`src/rtl/mips_ctrl_pkg.sv`:
```
// ---------------------------------------------------------------------------
// mips_ctrl_pkg
// Shared definitions for the multicycle MIPS controller: main FSM state
// encoding, opcode constants, ALU-op codes (shared with the ALU decoder),
// the bundle of datapath controls, and the per-state control decode.
// ---------------------------------------------------------------------------
package mips_ctrl_pkg;

    localparam int OPW = 6;

    // Main control states, 4-bit encoding; 14..15 are unreachable.
    typedef enum logic [3:0] {
        FETCH   = 4'd0,
        DECODE  = 4'd1,
        MEMADR  = 4'd2,
        MEMRD   = 4'd3,
        MEMWB   = 4'd4,
        MEMWR   = 4'd5,
        RTYPEEX = 4'd6,
        RTYPEWB = 4'd7,
        BEQEX   = 4'd8,
        ADDIEX  = 4'd9,
        ADDIWB  = 4'd10,
        ORIEX   = 4'd11,
        ORIWB   = 4'd12,
        JEX     = 4'd13
    } statetype;

    // Opcodes (instr[31:26])
    localparam logic [OPW-1:0] OP_LW    = 6'b100011;
    localparam logic [OPW-1:0] OP_SW    = 6'b101011;
    localparam logic [OPW-1:0] OP_RTYPE = 6'b000000;
    localparam logic [OPW-1:0] OP_BEQ   = 6'b000100;
    localparam logic [OPW-1:0] OP_ADDI  = 6'b001000;
    localparam logic [OPW-1:0] OP_ORI   = 6'b001101;
    localparam logic [OPW-1:0] OP_J     = 6'b000010;

    // ALU operation requests to the ALU decoder
    localparam logic [1:0] ALUOP_ADD   = 2'b00;
    localparam logic [1:0] ALUOP_SUB   = 2'b01;
    localparam logic [1:0] ALUOP_FUNCT = 2'b10;
    localparam logic [1:0] ALUOP_OR    = 2'b11;

    // Moore control bundle produced by every state
    typedef struct packed {
        logic       pcwrite;
        logic       branch;
        logic       memwrite;
        logic       irwrite;
        logic       regwrite;
        logic       alusrca;
        logic [1:0] alusrcb;
        logic [1:0] aluop;
        logic [1:0] pcsrc;
        logic       iord;
        logic       memtoreg;
        logic       regdst;
        logic       zeroext;
    } ctrl_t;

    // Control values asserted while sitting in state s; everything not
    // named for a state stays 0.
    function automatic ctrl_t state_ctrl(input statetype s);
        ctrl_t c;
        c = '0;
        case (s)
            FETCH: begin
                c.irwrite = 1'b1;
                c.pcwrite = 1'b1;
                c.alusrcb = 2'b01;
            end
            DECODE: begin
                c.alusrcb = 2'b11;
            end
            MEMADR: begin
                c.alusrca = 1'b1;
                c.alusrcb = 2'b10;
            end
            MEMRD: begin
                c.iord = 1'b1;
            end
            MEMWB: begin
                c.memtoreg = 1'b1;
                c.regwrite = 1'b1;
            end
            MEMWR: begin
                c.iord     = 1'b1;
                c.memwrite = 1'b1;
            end
            RTYPEEX: begin
                c.alusrca = 1'b1;
                c.aluop   = ALUOP_FUNCT;
            end
            RTYPEWB: begin
                c.regdst   = 1'b1;
                c.regwrite = 1'b1;
            end
            BEQEX: begin
                c.alusrca = 1'b1;
                c.aluop   = ALUOP_SUB;
                c.pcsrc   = 2'b01;
                c.branch  = 1'b1;
            end
            ADDIEX: begin
                c.alusrca = 1'b1;
                c.alusrcb = 2'b10;
            end
            ADDIWB: begin
                c.regwrite = 1'b1;
            end
            ORIEX: begin
                c.alusrca = 1'b1;
                c.alusrcb = 2'b10;
                c.aluop   = ALUOP_OR;
                c.zeroext = 1'b1;
            end
            ORIWB: begin
                c.regwrite = 1'b1;
                c.zeroext  = 1'b1;
            end
            JEX: begin
                c.pcsrc   = 2'b10;
                c.pcwrite = 1'b1;
            end
            default: begin
                c = '0;
            end
        endcase
        return c;
    endfunction

endpackage

```
`src/rtl/mainfsm.sv`:
```
// ---------------------------------------------------------------------------
// mainfsm
// Multicycle MIPS main control FSM. Steps each instruction through
// FETCH / DECODE / execute / memory / writeback and drives the datapath.
//
// Ports:
//   clk       in   system clock, rising edge
//   reset     in   asynchronous active-high reset, forces FETCH
//   op        in   opcode from instruction register
//   zero      in   ALU zero flag (used for beq)
//   pcen      out  pcwrite | (branch & zero)
//   memwrite  out  memory write enable
//   irwrite   out  instruction register load
//   regwrite  out  register file write
//   alusrca   out  0 = PC, 1 = register A
//   alusrcb   out  00 B, 01 const 4, 10 imm, 11 imm<<2
//   aluop     out  request to ALU decoder (add/sub/funct/or)
//   pcsrc     out  00 ALUResult, 01 ALUOut, 10 jump target
//   iord      out  0 PC address, 1 ALUOut address
//   memtoreg  out  writeback from memory data
//   regdst    out  1 rd, 0 rt
//   zeroext   out  zero-extend immediate (ori)
//   illegal   out  unrecognised opcode seen in DECODE
// ---------------------------------------------------------------------------
module mainfsm
    import mips_ctrl_pkg::*;
#(
    parameter int OPW = 6
) (
    input  logic           clk,
    input  logic           reset,
    input  logic [OPW-1:0] op,
    input  logic           zero,
    output logic           pcen,
    output logic           memwrite,
    output logic           irwrite,
    output logic           regwrite,
    output logic           alusrca,
    output logic [1:0]     alusrcb,
    output logic [1:0]     aluop,
    output logic [1:0]     pcsrc,
    output logic           iord,
    output logic           memtoreg,
    output logic           regdst,
    output logic           zeroext,
    output logic           illegal
);

    statetype state_r;
    statetype state_s;
    ctrl_t    ctrl_r;
    logic     illegal_s;

    // Next-state selection and opcode legality check.
    always_comb begin
        state_s   = FETCH;
        illegal_s = 1'b0;
        case (state_r)
            FETCH: begin
                state_s = DECODE;
            end
            DECODE: begin
                case (op)
                    OP_LW, OP_SW: state_s = MEMADR;
                    OP_RTYPE:     state_s = RTYPEEX;
                    OP_BEQ:       state_s = BEQEX;
                    OP_ADDI:      state_s = ADDIEX;
                    OP_ORI:       state_s = ORIEX;
                    OP_J:         state_s = JEX;
                    default: begin
                        state_s   = FETCH;
                        illegal_s = 1'b1;
                    end
                endcase
            end
            MEMADR: begin
                if (op == OP_LW) begin
                    state_s = MEMRD;
                end else begin
                    state_s = MEMWR;
                end
            end
            MEMRD:   state_s = MEMWB;
            MEMWB:   state_s = FETCH;
            MEMWR:   state_s = FETCH;
            RTYPEEX: state_s = RTYPEWB;
            RTYPEWB: state_s = FETCH;
            BEQEX:   state_s = FETCH;
            ADDIEX:  state_s = ADDIWB;
            ADDIWB:  state_s = FETCH;
            ORIEX:   state_s = ORIWB;
            ORIWB:   state_s = FETCH;
            JEX:     state_s = FETCH;
            default: state_s = FETCH;
        endcase
    end

    // State register plus controls pre-decoded from the next state, so the
    // Moore outputs come straight from flops yet line up with state_r.
    always_ff @(posedge clk or posedge reset) begin
        if (reset) begin
            state_r <= FETCH;
            ctrl_r  <= state_ctrl(FETCH);
        end else begin
            state_r <= state_s;
            ctrl_r  <= state_ctrl(state_s);
        end
    end

    assign pcen     = ctrl_r.pcwrite | (ctrl_r.branch & zero);
    assign memwrite = ctrl_r.memwrite;
    assign irwrite  = ctrl_r.irwrite;
    assign regwrite = ctrl_r.regwrite;
    assign alusrca  = ctrl_r.alusrca;
    assign alusrcb  = ctrl_r.alusrcb;
    assign aluop    = ctrl_r.aluop;
    assign pcsrc    = ctrl_r.pcsrc;
    assign iord     = ctrl_r.iord;
    assign memtoreg = ctrl_r.memtoreg;
    assign regdst   = ctrl_r.regdst;
    assign zeroext  = ctrl_r.zeroext;
    assign illegal  = illegal_s;

endmodule

```
`config.mk`:
```
export PLATFORM = sky130hd
export DESIGN_NAME = mainfsm
export DESIGN_NICKNAME = d
export VERILOG_FILES = /design/src/rtl/mips_ctrl_pkg.sv /design/src/rtl/mainfsm.sv
export SDC_FILE = /design/constraint.sdc
export NUM_CORES = 1
export LEC_CHECK = 0
export BUFFER_PORTS_ARGS = -buffer_cell sky130_fd_sc_hd__buf_2
export CELL_PAD_IN_SITES_DETAIL_PLACEMENT = 1
export CELL_PAD_IN_SITES_GLOBAL_PLACEMENT = 2
export CORE_ASPECT_RATIO = 2
export CORE_MARGIN = 10
export CORE_UTILIZATION = 31
export CTS_CLUSTER_SIZE = 16
export DETAILED_ROUTE_END_ITERATION = 10
export PLACE_DENSITY_LB_ADDON = 0.1
export SYNTH_ARGS = -nofsm -noshare
export SYNTH_HDL_FRONTEND = slang
export SYNTH_SLANG_ARGS = --single-unit
```
`constraint.sdc`:
```
create_clock -name clk -period 2.4 [get_ports clk]
set_clock_uncertainty 0.15 [all_clocks]
set_input_delay 0.24 -clock clk [delete_from_list [all_inputs] [get_ports clk]]
set_output_delay 0.24 -clock clk [all_outputs]
set_load 0.1 [all_outputs]
```
# Yosys cells after proc, flatten, opt, wreduce, memory -nomap -nowiden
# Index checks and enable logic that the tools add are counted.
[op_classes]
reduce_logical = 11
n_eq_ne = 25
n_mux = 18
n_bitwise = 2
[ops]
columns = ["cell", "count"]
rows = [
  ["$eq A4 B4 Y1 const B", 8],
  ["$pmux W4 S7", 1],
  ["$pmux W4 S6", 1],
  ["$eq A4 B3 Y1 const B", 5],
  ["$eq A4 B2 Y1 const B", 4],
  ["$eq A6 B4 Y1 const B", 2],
  ["$eq A6 B6 Y1 const B", 2],
  ["$mux W1", 12],
  ["$pmux W2 S3", 2],
  ["$eq A4 B1 Y1 const B", 2],
  ["$logic_not A4 Y1", 2],
  ["$reduce_or A2 Y1", 4],
  ["$reduce_or A7 Y1", 1],
  ["$eq A6 B2 Y1 const B", 1],
  ["$eq A6 B3 Y1 const B", 1],
  ["$logic_not A6 Y1", 1],
  ["$reduce_or A5 Y1", 1],
  ["$pmux W2 S2", 1],
  ["$reduce_or A4 Y1", 1],
  ["$mux W3", 1],
  ["$reduce_or A3 Y1", 1],
  ["$and A1 B1 Y1", 1],
  ["$or A1 B1 Y1", 1],
]
[word_totals]
wordCells = 70
in_bits = 9
reg_bits = 20

# Logic depth before layout (Yosys ltp)
# Gate-level depths: netlist of run 1.
[depth]
depth_word = 7
mapped_depth = 8
ltp_nobuf = 7

# Least setup slack after synthesis of run 1
# Ideal clock, no wire load.
[synth_timing]
path_kind = "in2out"
from = "in op[2]"
to = "out illegal"
arrival_time_ns = 2.884
n_path_buf = 1
t_required_ns = 2.010
cell_stages = 6
setup_slack_ns = -0.874
cell_sequence = "buf_2 inv_1 and3_1 o21ai_0 a21oi_1 nor3_1"
[synth_between]
elab_chain_cells = 4
elab_cells_between_ends = 10
cone_classes = "eq/ne: 6; mux: 2; reduce/logical: 2"
[synth_lines]
columns = ["item", "line", "source"]
rows = [
  ["start: declaration", "mainfsm.sv:32", "input logic [OPW-1:0] op,"],
  ["$eq A6 B6 Y1 (tied with other cells)", "mainfsm.sv:63", "case (op)"],
  ["$reduce_or A7 Y1 (no line) (*)", "n/a", ""],
  ["$mux W1 (*)", "mainfsm.sv:63", ""],
  ["$mux W1 (*)", "mainfsm.sv:58", "case (state_r)"],
  ["end: declaration", "mainfsm.sv:46", "output logic illegal"],
]
# Mark *: on every way between the ends. The rest lies on a longest branch, timed or not.

# Final worst setup path of run 1
[layout_timing]
from = "reg state_r[3]"
to = "out illegal"
[layout_between]
elab_chain_cells = 2
[layout_lines]
columns = ["item", "line", "source"]
rows = [
  ["start: declaration", "mainfsm.sv:49", "statetype state_r;"],
  ["start signal: assignment", "mainfsm.sv:105", "state_r <= state_s;"],
  ["$eq A4 B1 Y1", "mainfsm.sv:58", ""],
  ["$mux W1", "mainfsm.sv:58", ""],
]
# No other way between the ends.

==> results.sh, run 1 <==
export IMPL_drc=0
export IMPL_fin_crit_ps=2042
export IMPL_io_pins=25
export IMPL_post_cts_resized=0
export IMPL_ys_seq_elements=19
export IMPL_ys_top_cells_by_area="dfrtp_1, dfstp_2, buf_4"
export IMPL_antenna_found_initial=0
export IMPL_cts_root_buffer="clkbuf_8"
export IMPL_place_worst_setup_slack_ps=217.2
export IMPL_yosys_cell_types_count=39
export IMPL_final_nets=137
export IMPL_crit_type="register to output pin"
export IMPL_cts_buffers=3
export IMPL_design_area_um2=1215
export IMPL_num_vias=826
export IMPL_synth_top_cell_by_area="dfrtp_1"
export IMPL_grt_pass1_wl_um=4602
export IMPL_whs_path_depth=3
export IMPL_multi_input_area_um2=485.5
export IMPL_grt_max_degree=20
export IMPL_start_util_pct=31.80
export IMPL_ctsLongestPathBuffers=2
export IMPL_rr_worst_depth=6
export IMPL_yosys_warnings=0
export IMPL_synth_cells=110
export IMPL_fin_setup_tns_ps=0
export IMPL_worstPathMaxFanout=11
export IMPL_avgSynthCellArea_um2=9.657
export IMPL_clock_sinks=19
export IMPL_min_from="op[5]"
export IMPL_post_dp_cell_area_um2=1160
export IMPL_setup_violations=0
export IMPL_critPathLaunchType="register"
export IMPL_fp_row_count=30
export IMPL_dp_hpwl_um=2318
export IMPL_maxSlewHeadroom_pct=52.79
export IMPL_slew_viol_final=0
export IMPL_synth_area_um2=1062
export IMPL_dieWidth_um=61.39
export IMPL_cp_required_ps=2010
export IMPL_globalRouteOverflowTotal=0
export IMPL_wirelength_um=2773
export IMPL_setup_ws_ps=358.3
export IMPL_status="finished, final reports clean"
export IMPL_drtPass1Iterations=3
export IMPL_cts_tree="yes"
export IMPL_tightestPinTransition_ps=707.3
export IMPL_gr_usage_all_layers_pct=9.757
export IMPL_period_share_pct=85.07
export IMPL_max_cap_violations=0
export IMPL_final_cell_mix="buf_2, dfrtp_1, nor2_1, nand2b_1, nand2_1"
export IMPL_r2r_start="state_r[1]"
export IMPL_synth_top_area_share_pct=37.69
export IMPL_ant_nets=0
export IMPL_vias_per_cell=5.195
export IMPL_hold_viol_final=0
export IMPL_core_um2=3341
export IMPL_ys_seq_area_share_pct=45.11
export IMPL_port_buffers=24
export IMPL_crit_path_end_kind="output pin"
export IMPL_drtIter0Drc=8
export IMPL_clock_latency_ps=260
export IMPL_leakage_nw=0.5938
export IMPL_p_per_area_nw_per_um2=1248
export IMPL_die_area_um2=6310
export IMPL_cp_data_arrival_time_ps=1650
export IMPL_path_clk_slew_ps=70
export IMPL_crit_start="state_r[3]"
export IMPL_max_vdd_ir_drop_uv=594.2
export IMPL_hold_class="input pin to register"
export IMPL_diodes=0
export IMPL_die_h_um=102.8
export IMPL_syn_nets=119
export IMPL_drive_gt1_share_pct=29.92
export IMPL_fmax_mhz=489.8
export IMPL_grt_pass1_vias=913
export IMPL_rsz0062_at_grt="no"
export IMPL_routedWlPerCell_um=17.44
export IMPL_fillers=394
export IMPL_area_delta_synth_final_pct=14.37
export IMPL_regArea_um2=479.2
export IMPL_h_tree_depth=1
export IMPL_gp_congestion=0.7342
export IMPL_layout_commonest_cell="buf_2"
export IMPL_fin_hold_ws_ps=376.7
area by class of cell:
class                           instances  area share, %
Inverter                                6          2.266
Clock buffer                            4          3.708
Sequential cell                        19          39.44
Tap cell                               32          3.296
Timing Repair Buffer                   26          11.33
Multi-Input combinational cell         72          39.96
registers in the layout, summed over array words and instances, names as in the netlist, 2 cells and up:
name,count
aluop,2
alusrcb,2
ctrl_r,2
state_r,4
report_power, final:
part	leakage, nW	switching (mW)	internal (mW)
registers	0.249	0.0409	0.404
clock network	0.0228	0.103	0.118
logic	0.322	0.669	0.181
total	0.594	0.813	0.704
routing by layer:
layer | wire [um] | global-route usage, % | vias to the layer above
met5 | 0 | 0 | -
met4 | 76 | 5.190 | 0
met3 | 130 | 1.233 | 5
met2 | 1688 | 19.74 | 20
met1 | 877 | 8.400 | 402
li1 | - | - | 399
stage by stage:
step | cells | utilization [%] | power, mW
2_1_floorplan | 110 | - | 1.188
3_3_place_gp | 154 | 34.72 | 1.312
3_5_place_dp | 154 | 34.72 | 1.314
4_1_cts | 159 | 36.37 | 1.539
5_1_grt | 159 | 36.37 | 1.599
6_report | 159 | 36.37 | 1.516
cells by family after synthesis:
family                 after synthesis  share of synthesized area (%)
AO/OA/AOI/OAI                       22                          16.73
multiplexers                         3                          2.827
flip-flops                          19                          45.11
AND/OR/NAND/NOR                     45                          23.44
XOR/XNOR                             2                          1.649
buffers and inverters               19                          10.25
synthesized netlist by cell type:
library cell,n
a2111oi_4,1
a211oi_1,1
a21o_1,2
a21oi_1,4
a221o_1,1
a2bb2oi_1,1
a31oi_1,1
and2_1,1
and3_1,1
and4_1,1
buf_2,2
buf_4,6
buf_6,1
clkbuf_1,4
clkinv_4,1
dfrtp_1,16
dfstp_2,3
inv_1,5
mux2i_1,3
nand2_1,6
nand2_2,1
nand2b_1,7
nand3_1,2
nand3b_1,2
nand4b_1,1
nor2_1,12
nor2b_1,3
nor3_1,2
nor4b_1,2
o211ai_1,1
o21a_1,1
o21ai_0,5
o21ai_1,2
o221ai_2,1
o31a_4,1
or2_1,1
or3_1,2
or3_4,1
xnor2_1,2
path summary, 6_finish.rpt:
kind	end	slack (ps)
max	illegal	360
min	memwrite	380
max reg2reg	aluop[0]	480
min reg2reg	alusrcb[1]	560
max in group asynchronous	aluop[0]	1160
min in group asynchronous	regdst	490
critical path, stage by stage, from the launching register on:
cell and delay, ps:
dfrtp_1 510, nor2_1 140, nand2_1 120, nor3_4 160, buf_2 450
timing repair:
action	4_1_cts	5_1_grt
hold buffers	1	0
endpoints found under the hold margin	16	0
setup buffers	0	0
Power figures use the tool's default switching activity.
==> run 2, diff against run 1 <==
--- a/config.mk
+++ b/config.mk
@@ -8,12 +8,14 @@
 export BUFFER_PORTS_ARGS = -buffer_cell sky130_fd_sc_hd__buf_2
 export CELL_PAD_IN_SITES_DETAIL_PLACEMENT = 1
 export CELL_PAD_IN_SITES_GLOBAL_PLACEMENT = 2
-export CORE_ASPECT_RATIO = 2
+export CORE_ASPECT_RATIO = 0.9
 export CORE_MARGIN = 10
 export CORE_UTILIZATION = 31
 export CTS_CLUSTER_SIZE = 16
 export DETAILED_ROUTE_END_ITERATION = 10
+export MAX_ROUTING_LAYER = met4
 export PLACE_DENSITY_LB_ADDON = 0.1
+export RECOVER_POWER = 25
 export SYNTH_ARGS = -nofsm -noshare
 export SYNTH_HDL_FRONTEND = slang
 export SYNTH_SLANG_ARGS = --single-unit
==> run 2 against run 1 <==
Compared with the run above:
- first-iteration DRC count is 88% higher
- global-route usage shrank 0.55 points
- largest cell class unchanged
- routed wire length decreased by 9.3%
- clock power is 2% lower
- non-clock buffer count is the same
- design area is 0.93% higher
==> results.sh, run 2 (same netlist as run 1, synthesis figures left out) <==
export IMPL_ctsLongestPathBuffers=2
export IMPL_clock_latency_ps=250
export IMPL_place_worst_setup_slack_ps=315.0
export IMPL_wl_met3_um=117
export IMPL_max_cap_violations=0
export IMPL_cp_required_ps=2010
export IMPL_met1_length_um=1234
export IMPL_post_place_cells=166
export IMPL_drtIter0Drc=15
export IMPL_drtPass1Iterations=4
export IMPL_design_area_um2=1226
export IMPL_tightestPinTransition_ps=1177
export IMPL_clkPwrFrac_pct=14.5
export IMPL_ant_nets=0
export IMPL_port_buffers=24
export IMPL_internal_power_mw=0.7008
export IMPL_setup_violations=0
export IMPL_max_vdd_ir_drop_uv=395.2
export IMPL_drc=0
export IMPL_cts_root_buffer="clkbuf_8"
export IMPL_routedWlPerCell_um=14.71
export IMPL_fmax_mhz=503.3
export IMPL_dr_wl_met2_um=1138
export IMPL_hold_class="input pin to register"
export IMPL_rsz0062_at_grt="no"
export IMPL_dp_hpwl_um=1970
export IMPL_highest_layer="met4"
export IMPL_core_um2=3328
export IMPL_final_cell_mix="buf_2, dfrtp_1, nor2_1, nand2b_1, nand2_1"
export IMPL_crit_type="register to output pin"
export IMPL_p_seq_share_pct=29.5
export IMPL_post_cts_buffers=0
export IMPL_grt_max_degree=20
export IMPL_cp_data_arrival_time_ps=1600
export IMPL_leakage_nw=0.5786
export IMPL_h_tree_depth=1
export IMPL_fin_util_pct=36.84
export IMPL_whs_path_depth=3
export IMPL_switching_share_pct=53.17
export IMPL_grt_pass1_wl_um=4215
export IMPL_slew_viol_final=0
export IMPL_vias_per_cell=4.684
export IMPL_io_pins=25
export IMPL_clock_sinks=19
export IMPL_area_delta_synth_final_pct=15.43
export IMPL_total_power_mw=1.496
export IMPL_critPathLaunchType="register"
export IMPL_worstPathMaxFanout=11
export IMPL_period_share_pct=82.78
export IMPL_largest_reg_flops=4
export IMPL_start_util_pct=31.92
export IMPL_rr_worst_depth=5
export IMPL_top_register="state_r"
export IMPL_comb_power_share_pct=56.0
export IMPL_wirelength_um=2516
export IMPL_p_switching_mw=0.7957
export IMPL_p_per_area_nw_per_um2=1220
export IMPL_die_area_um2=6172
export IMPL_grt_pass1_vias=846
export IMPL_diodes=0
export IMPL_fp_row_count=20
export IMPL_fin_hold_ws_ps=374.5
export IMPL_maxSlewHeadroom_pct=21.90
export IMPL_gp_congestion=0.7534
export IMPL_path_clk_slew_ps=70
export IMPL_setup_ws_ps=413.3
export IMPL_num_vias=801
export IMPL_post_dp_cell_area_um2=1175
export IMPL_antenna_found_initial=0
export IMPL_die_h_um=75.54
export IMPL_globalRouteOverflowTotal=0
export IMPL_final_nets=137
export IMPL_fin_cells=171
export IMPL_fin_setup_tns_ps=0
export IMPL_fin_crit_ps=1987
export IMPL_cts_buffers=3
export IMPL_status="finished, final reports clean"
export IMPL_post_cts_resized=0
export IMPL_hold_viol_final=0
export IMPL_dieWidth_um=81.71
export IMPL_cts_tree="yes"
export IMPL_drive_gt1_share_pct=27.56
export IMPL_layout_commonest_cell="buf_2"
export IMPL_gr_usage_all_layers_pct=9.208
export IMPL_crit_path_end_kind="output pin"
-- run 2: area by class of cell --
type / count / area (um^2)
Fill cell: 393 / 2102
Inverter: 6 / 27.53
Tap cell: 44 / 55.05
Sequential cell: 19 / 479.2
Multi-Input combinational cell: 72 / 485.5
Clock buffer: 4 / 45.04
Timing Repair Buffer: 26 / 133.9
-- run 2: path summary, 6_finish.rpt --
kind | startpoint | to | slack [ps]
worst max-delay path | state_r[3] | illegal | 410
worst min-delay path | op[5] | memwrite | 370
worst max register to register | state_r[1] | alusrca | 530
worst min register to register | state_r[0] | alusrcb[1] | 540
max in group asynchronous | reset | ctrl_r[14] | 1160
min in group asynchronous | reset | pcsrc[1] | 490
-- run 2: repair_timing --
action / 4_1_cts / 5_1_grt
hold endpoints to repair: 16 / 0
hold buffers: 1 / 0
endpoints found under the setup margin: 0 / 0
-- run 2: worst max-delay path, stage by stage (launching register included) --
cell     delay [ps]
dfrtp_1         490
nor2_1          130
nand2_1         110
nor3_4          160
buf_2           440
-- run 2: per-layer routing --
metal  global-route usage, %  vias to the layer above
met2                   14.37                       18
met3                   3.066                        4
met1                   11.06                      377
li1                        -                      402
met4                   2.830                        0
met5                       -                        -
-- run 2: power by group through the flow --
stage	Sequential, mW	Combinational, mW	Clock [mW]
after floorplan	0.583	0.605	0
after global placement	0.451	0.850	0
after detailed placement	0.448	0.847	0
after CTS	0.442	0.852	0.228
after global routing	0.451	0.893	0.245
final	0.441	0.838	0.217
